<file path="config.mk">
export PLATFORM = sky130hd
export DESIGN_NAME = if_fetch
export DESIGN_NICKNAME = d
export VERILOG_FILES = /design/src/rtl/if_fetch_pkg.sv /design/src/rtl/fetch_fifo.sv /design/src/rtl/if_fetch.sv
export SDC_FILE = /design/constraint.sdc
export NUM_CORES = 1
export LEC_CHECK = 0
export BUFFER_PORTS_ARGS = -buffer_cell sky130_fd_sc_hd__buf_2
export CORE_MARGIN = 1.5
export CORE_UTILIZATION = 57
export DETAILED_ROUTE_END_ITERATION = 10
export MAX_ROUTING_LAYER = met4
export PLACE_DENSITY = 0.8
export SYNTH_ARGS = -nofsm -noshare
export SYNTH_HDL_FRONTEND = slang
export SYNTH_SLANG_ARGS = --single-unit
</file>
<file path="constraint.sdc">
create_clock -name clk -period 3.5 [get_ports clk]
set_clock_uncertainty 0.1 [all_clocks]
set_input_delay 0.7 -clock clk [delete_from_list [all_inputs] [get_ports clk]]
set_output_delay 0.7 -clock clk [all_outputs]
set_load 0.01 [all_outputs]
</file>
<file path="src/rtl/if_fetch_pkg.sv">
`default_nettype none
// +--------------------------------------------------------------------+
// | if_fetch_pkg : constants and types for the instruction fetch stage |
// | Revision     : 1.0                                                 |
// +--------------------------------------------------------------------+
package if_fetch_pkg;

  localparam logic [31:0] NOP_INST         = 32'h0000_0013;
  localparam logic [31:0] DEFAULT_RESET_PC = 32'h0000_0000;

  typedef enum logic [1:0] {
    S_IDLE = 2'd0,
    S_WAIT = 2'd1,
    S_DROP = 2'd2
  } fetch_state_e;

  typedef struct packed {
    logic [31:0] pc;
    logic [31:0] inst;
  } fetch_entry_t;

endpackage
`default_nettype wire

</file>
<file path="src/rtl/fetch_fifo.sv">
`default_nettype none
// +--------------------------------------------------------------------+
// | fetch_fifo : 2-entry {pc, inst} buffer between fetch and decode    |
// | Revision   : 1.0                                                   |
// +--------------------------------------------------------------------+
module fetch_fifo
  import if_fetch_pkg::*;
(
  input  logic        clk,
  input  logic        rst_n,
  input  logic        push,
  input  logic [31:0] push_pc,
  input  logic [31:0] push_inst,
  input  logic        pop,
  input  logic        flush,
  output logic        full,
  output logic        empty,
  output logic [1:0]  count,
  output logic [31:0] head_pc,
  output logic [31:0] head_inst
);

  fetch_entry_t r_mem [2];
  logic         r_wr_ptr;
  logic         r_rd_ptr;
  logic [1:0]   r_count;
  logic         w_do_push;
  logic         w_do_pop;

  assign w_do_pop  = pop && (r_count != 2'd0);
  // A push into a full buffer is only accepted when a pop frees a slot.
  assign w_do_push = push && ((r_count != 2'd2) || w_do_pop);

  always_ff @(posedge clk or negedge rst_n) begin
    if (!rst_n) begin
      r_mem[0] <= '{pc: 32'h0, inst: NOP_INST};
      r_mem[1] <= '{pc: 32'h0, inst: NOP_INST};
      r_wr_ptr <= 1'b0;
      r_rd_ptr <= 1'b0;
      r_count  <= 2'd0;
    end else if (flush) begin
      r_wr_ptr <= 1'b0;
      r_rd_ptr <= 1'b0;
      r_count  <= 2'd0;
    end else begin
      if (w_do_push) begin
        r_mem[r_wr_ptr] <= '{pc: push_pc, inst: push_inst};
        r_wr_ptr        <= ~r_wr_ptr;
      end
      if (w_do_pop) begin
        r_rd_ptr <= ~r_rd_ptr;
      end
      r_count <= r_count + {1'b0, w_do_push} - {1'b0, w_do_pop};
    end
  end

  assign full      = (r_count == 2'd2);
  assign empty     = (r_count == 2'd0);
  assign count     = r_count;
  assign head_pc   = r_mem[r_rd_ptr].pc;
  assign head_inst = r_mem[r_rd_ptr].inst;

endmodule
`default_nettype wire

</file>
<file path="src/rtl/if_fetch.sv">
`default_nettype none
// +--------------------------------------------------------------------+
// | if_fetch : instruction fetch with single-outstanding imem handshake |
// | Revision : 1.0                                                     |
// +--------------------------------------------------------------------+
module if_fetch
  import if_fetch_pkg::*;
#(
  parameter logic [31:0] RESET_PC   = DEFAULT_RESET_PC,
  parameter int          FIFO_DEPTH = 2
) (
  input  logic        clk,
  input  logic        rst_n,
  input  logic        stall_i,
  input  logic        redirect_i,
  input  logic [31:0] redirect_pc_i,
  output logic        imem_req_o,
  output logic [31:0] imem_addr_o,
  input  logic        imem_gnt_i,
  input  logic        imem_rvalid_i,
  input  logic [31:0] imem_rdata_i,
  output logic [31:0] pc_o,
  output logic [31:0] inst_o,
  output logic        valid_o
);

  fetch_state_e r_state, w_state_nxt;
  logic [31:0]  r_pc, w_pc_nxt;
  logic [31:0]  r_req_pc, w_req_pc_nxt;
  logic [31:0]  r_hold_addr, w_hold_addr_nxt;
  logic         r_hold, w_hold_nxt;
  logic         r_hold_drop, w_hold_drop_nxt;
  logic         r_run;
  logic [31:0]  r_last_pc;
  logic         w_push, w_pop, w_full, w_empty;
  logic [1:0]   w_count;
  logic [31:0]  w_head_pc, w_head_inst, w_redirect_pc;
  logic         w_unused_pc_lsb;

  assign w_redirect_pc   = {redirect_pc_i[31:2], 2'b00};
  assign w_unused_pc_lsb = ^redirect_pc_i[1:0];

  // r_run keeps the request low until the first edge after reset release.
  assign imem_req_o  = r_run && (r_state == S_IDLE) && !w_full &&
                       ({30'd0, w_count} < FIFO_DEPTH[31:0]);
  // A request left waiting for grant keeps its address even if redirected.
  assign imem_addr_o = r_hold ? r_hold_addr : r_pc;

  assign w_push = (r_state == S_WAIT) && imem_rvalid_i && !redirect_i;
  assign w_pop  = !w_empty && !stall_i && !redirect_i;

  always_comb begin
    w_state_nxt     = r_state;
    w_pc_nxt        = r_pc;
    w_req_pc_nxt    = r_req_pc;
    w_hold_nxt      = r_hold;
    w_hold_drop_nxt = r_hold_drop;
    w_hold_addr_nxt = r_hold_addr;
    if (redirect_i) begin
      w_pc_nxt = w_redirect_pc;
    end
    case (r_state)
      S_IDLE: begin
        if (imem_req_o && imem_gnt_i) begin
          w_hold_nxt      = 1'b0;
          w_hold_drop_nxt = 1'b0;
          if (redirect_i || r_hold_drop) begin
            w_state_nxt = S_DROP;
          end else begin
            w_state_nxt  = S_WAIT;
            w_req_pc_nxt = imem_addr_o;
            w_pc_nxt     = r_pc + 32'd4;
          end
        end else if (imem_req_o) begin
          w_hold_nxt      = 1'b1;
          w_hold_addr_nxt = imem_addr_o;
          if (redirect_i) begin
            w_hold_drop_nxt = 1'b1;
          end
        end
      end
      S_WAIT: begin
        if (imem_rvalid_i) begin
          w_state_nxt = S_IDLE;
        end else if (redirect_i) begin
          w_state_nxt = S_DROP;
        end
      end
      S_DROP: begin
        if (imem_rvalid_i) begin
          w_state_nxt = S_IDLE;
        end
      end
      default: w_state_nxt = S_IDLE;
    endcase
  end

  always_ff @(posedge clk or negedge rst_n) begin
    if (!rst_n) begin
      r_state     <= S_IDLE;
      r_pc        <= RESET_PC;
      r_req_pc    <= RESET_PC;
      r_hold      <= 1'b0;
      r_hold_drop <= 1'b0;
      r_hold_addr <= RESET_PC;
      r_run       <= 1'b0;
      r_last_pc   <= 32'h0;
    end else begin
      r_state     <= w_state_nxt;
      r_pc        <= w_pc_nxt;
      r_req_pc    <= w_req_pc_nxt;
      r_hold      <= w_hold_nxt;
      r_hold_drop <= w_hold_drop_nxt;
      r_hold_addr <= w_hold_addr_nxt;
      r_run       <= 1'b1;
      if (!w_empty) begin
        r_last_pc <= w_head_pc;
      end
    end
  end

  fetch_fifo u_fifo (
    .clk       (clk),
    .rst_n     (rst_n),
    .push      (w_push),
    .push_pc   (r_req_pc),
    .push_inst (imem_rdata_i),
    .pop       (w_pop),
    .flush     (redirect_i),
    .full      (w_full),
    .empty     (w_empty),
    .count     (w_count),
    .head_pc   (w_head_pc),
    .head_inst (w_head_inst)
  );

  assign valid_o = !w_empty;
  assign pc_o    = w_empty ? r_last_pc : w_head_pc;
  assign inst_o  = w_empty ? NOP_INST : w_head_inst;

endmodule
`default_nettype wire
</file>
# Word-level counts from Yosys, hierarchy flattened
# Cells that the tools add are included.
# word_totals
register_bits	265
out_inout_bits	98
word_cells	95
# classes
n_addsub	3
n_lt_le_gt_ge	4
eq_ne	7
muxes	29
bitwise_logic	7
reduce_logical	30
# ops
cell	count
64-bit two-way mux	4
32-bit two-way mux	7
128-bit bitwise mux	1
64-bit demux with 1-bit select	1
32-bit by 3-bit adder with 32-bit output, second input constant	1
2-bit two-way mux	6
3-bit AND reduction	4
1-bit logical AND	11
2-bit nonzero test	5
1-bit two-way mux	9
2-bit case mux with 3 select lines	1
1-bit NOT	5
2-bit == test, second input constant	2
2-bit >= comparator, second input constant	2
1-bit logical NOT	4
2-bit logical NOT	2
2-bit != test, second input constant	2
1-bit NOT with 2-bit output	2
2-bit AND reduction	2
3-bit != test, second input constant	1
2-bit by 1-bit adder with 2-bit output	1
2-bit by 1-bit == test with 1-bit output, second input constant	1
1-bit logical OR	2
2-bit by 1-bit < comparator with 1-bit output, second input constant	1
3 further kinds	3

# Depth between registers and ports, before layout
# depth
word_depth	10
mapped_depth	10
depth_no_buf	8

# Hierarchy
# Synthesis repeated with hierarchy kept, for this count alone.
# hier_totals
cells_unflattened	959
area_unflattened_um2	12149.2
# by_module_without_submodules
module	instances	cells_per_inst	area_per_inst_um2	seq_area_each_um2
if_fetch	1	594	6162.2	3328.2
fetch_fifo	1	365	5987.0	3310.7

# Least setup slack after synthesis
# OpenSTA, ideal clock, no wires.
# synth_path
kind	register -> register
from	register r_state[1]
to	register r_pc[24]
arrival_time_ps	2294
required_time_ps	3275
path_slack_ps	981
path_stages_with_launch	8
period_less_slack_ps	2519
path_cell_list	dfrtp_1 > or4b_1 > buf_2 > or4_4 > buf_6 > nor4_2 > xor2_1 > mux2_2
# synth_via
elab_chain_cells	7
# synth_rtl
element	line_no	source
start: declaration	if_fetch.sv:27	fetch_state_e r_state, w_state_nxt;
start signal: assignment	if_fetch.sv:109	r_state <= w_state_nxt;
2-bit logical NOT (*)	if_fetch.sv:44, if_fetch.sv:62	
1-bit logical AND (3 in a row)	if_fetch.sv:44	assign imem_req_o = r_run && (r_state == S_IDLE) && !w_full &&
1-bit logical AND	if_fetch.sv:64	if (imem_req_o && imem_gnt_i) begin
32-bit two-way mux	if_fetch.sv:64	
32-bit two-way mux (*)	if_fetch.sv:62	case (r_state)
net w_pc_nxt[24]	if_fetch.sv:28	logic [31:0] r_pc, w_pc_nxt;
end signal: assignment	if_fetch.sv:110	r_pc <= w_pc_nxt;
end: declaration	if_fetch.sv:28	
# Mark *: on every way through the listed nets, which the timed path passes. The rest lies on a longest branch.
# A chain may end at the register's enable or synchronous reset.

# Final worst setup path
# layout_path
from	register u_fifo.r_count[1], in the netlist u_fifo.count[1]
to	output pc_o[20]
# layout_via
elab_chain_cells	2
# layout_rtl
element	line_no	source
start: declaration	fetch_fifo.sv:26	logic [1:0] r_count;
start signal: assignment	fetch_fifo.sv:53	r_count <= r_count + {1'b0, w_do_push} - {1'b0, w_do_pop};
2-bit logical NOT	fetch_fifo.sv:58	assign empty = (r_count == 2'd0);
32-bit two-way mux	n/a	
end: declaration	if_fetch.sv:22	output logic [31:0] pc_o,
# Every way passes these cells.

==> out/summary.txt <==
Die Width - 145 µm
worst reg2reg startpoint - r_state[1]
fraction of registers with async set/reset - 100%
Final GP Congestion - 0.808
Synth-to-Final Area Change - 18.4%
pwr dens - 729 nW/µm²
largest cells by area after synthesis - dfrtp_1 (56%), mux2_2 (13%), mux2i_1 (8.5%), o21ai_0 (4.1%), nand2_1 (3.6%)
Tightest Pin Transition - 0.990 ns
Longest Clk Path Bufs - 3
Syn Inst Count - 997
TNS Setup - 0 ns
Cell Chain, Critical Path - nor2_4, buf_12, nand2_1, o21ai_0, buf_2
Reg2Reg Setup Slack - 0.81 ns
CP max stage cell - nor2_4
DRC Markers - 0
Synthesis Warnings - 0
initial antenna violation count - 0
FMAX - 0.324 GHz
grt total ovfl - 0
count of different cell masters after synthesis - 37
Core Rows - 51
mux cell area share after synthesis - 21.2%
Detail Route Antenna Nets - 0
Final Net Count - 1223
number of max-cap violations - 0
CP max stage delay - 0.65 ns
required time worst endpoint - 2.70 ns
IO Pins - 168
Synth Area per Inst - 11.5 µm²
top_reg_cell synth - dfrtp_1
r2r endpoint - r_pc[24]
CP endpoint - pc_o[20]
Synth area leader - dfrtp_1
critical path startpoint category - register
Top delay family on crit path - simple AND/OR/NAND/NOR gates
CTS tree - done
drt total wl - 23300 µm
Post-DP HPWL - 15500 µm
Post-CTS Repair Setup Buffers - 0
Via density - 5.38
All-Layer GR Usage - 23.4%
Power, Total - 9.91 mW
adder-cell share of the synthesized area - 0.327%
via count - 7725
Core Region - 19600 µm²
crit end category - output port
commonest non-fill, non-tap cell in the layout - dfrtp_1
Critical Path AT - 2.28 ns
CP Depth - 5
Post-CTS Hold Buffers - 0
clock transition at the registers of the reported paths - 0.06 ns
Initial DRC Count - 430
wire length per cell - 16.3 µm
CTS root buf - clkbuf_16
Leakage - 6.72 nW
final setup vio count - 0
sequential fraction of the synthesis area - 57.8%
CTS sink count - 265
first-pass GRT wire length - 39100 µm
Worst Path Buf+Inv - 2
post-synthesis xor/xnor area fraction - 2.36%
depth of the CTS H-tree - 1
Initial Util - 58.6%
final period utilization - 88.1%
# fillers - 1461
CTS Buf Count - 26
#FFs+latches synth - 265
count of flip-flops with a built-in enable after synthesis - 0
Port Buf Inserts - 165
Compound-Gate Fraction of Synth Area - 5.91%
share of layout cells above drive strength 1 - 32.1%
RSZ-0062 raised after global routing - false
largest net degree at the start of global routing - 83
fin. max-slew vios - 0
DRT Pass-1 Iters - 4
Skew-Pair Late Insertion Delay - 0.53 ns
status - completed
Synth Area in Simple Gates - 9.04%
Die ar. - 21000 µm²
PostCTS Resize Cnt - 0
top-area cell type share of the netlist area - 56.4%
vias in the first global route - 7738
VDD IR max - 0.000391 V
HP Class - in2async
FF-to-FF path depth - 5
highest-count cells in the layout ignoring fill and taps - dfrtp_1 (257), buf_2 (164), mux2_2 (130)
Slew HR - 34.0%
Die Height - 145 µm
classification of the worst setup path - reg2out
n_diodes - 0
main combinational cell family by area after synthesis - multiplexers
crit path from - u_fifo.count[1]
Fin. Hold Viols - 0
Final Core Density - 69.4%
Post-Syn Nets - 1070
Post-Syn Area - 11500 µm²
fin crit period - 3.08 ns
Worst Path Max Fanout - 36
## cells in the mapped netlist (2+ instances only)
cell type and count:
o21ai_1 2, clkbuf_1 54, inv_1 40, dfstp_2 6
a21oi_1 35, nor2_1 72, xor2_1 11, mux2_2 130
nor2b_1 4, nor4_1 4, nand3_1 8, nor4_2 3
mux2i_1 97, xnor2_1 20, nor3_1 10, buf_1 3
o21ai_0 94, ha_1 3, or4_4 2, and3_1 4
dfrtp_1 259, nand4_1 10, nand2_1 109, nand2b_1 4
## flip-flops by register name, summed over array words and instances, names as in the netlist
register         count
u_fifo.count         2
r_last_pc           32
u_fifo.r_mem       128
r_state              2
u_fifo.r_wr_ptr      1
u_fifo.r_rd_ptr      1
r_pc                32
r_hold_drop          1
r_hold_addr         32
r_req_pc            32
r_run                1
r_hold               1
## cell type report
class,instances,area (µm²),area share (%)
Timing Repair Buffer,184,1080,7.93
Clock inverter,9,120,0.883
Tap cell,265,332,2.44
Clock buffer,39,781,5.74
Sequential cell,265,6640,48.9
Multi-Input combinational cell,632,4490,33.0
Inverter,41,154,1.13
## metal layers
layer / GRT usage (%) / vias to the layer above / wire, µm
met3: 2.80 / 31 / 944
li1: - / 3698 / -
met5: - / - / 0
met2: 36.7 / 181 / 10900
met4: 6.29 / 0 / 384
met1: 32.5 / 3815 / 11100
## per-stage QoR
stage	instances	setup WS [ns]	hold slack, ns	area (µm²)
finish	1435	0.416	0.0483	13600
global route	1435	0.238	0.0943	13600
CTS	1435	0.377	0.0800	13600
detailed placement	1387	0.902	0.370	12700
global placement	1387	0.895	0.362	12700
floorplan	997	0.981	0.304	11500
## report_power, final
group	internal, mW	switching, mW	total (mW)
Clock	1.76	1.12	2.88
Combinational	1.11	1.37	2.48
Sequential	3.99	0.562	4.55
## cells by family after synthesis
kind of cell    count (synthesis)
buf+inv                       100
flops                         265
other cells                     1
compound gates                134
mux                           227
fa+ha+maj                       3
xor+xnor                       31
simple gates                  236
## worst min path at each step
stage / from / to / slack (ns) / cells past startpoint
global placement: r_hold_addr[13] / r_hold_addr[13] / 0.36 / 2
finish: rst_n / u_fifo.r_mem[7] / 0.05 / 1
floorplan: rst_n / r_hold / 0.30 / 0
detailed placement: r_hold_addr[13] / r_hold_addr[13] / 0.37 / 2
global route: rst_n / u_fifo.r_mem[7] / 0.09 / 1
CTS: rst_n / u_fifo.r_mem[7] / 0.08 / 1
(Power assumes the default switching activity.)
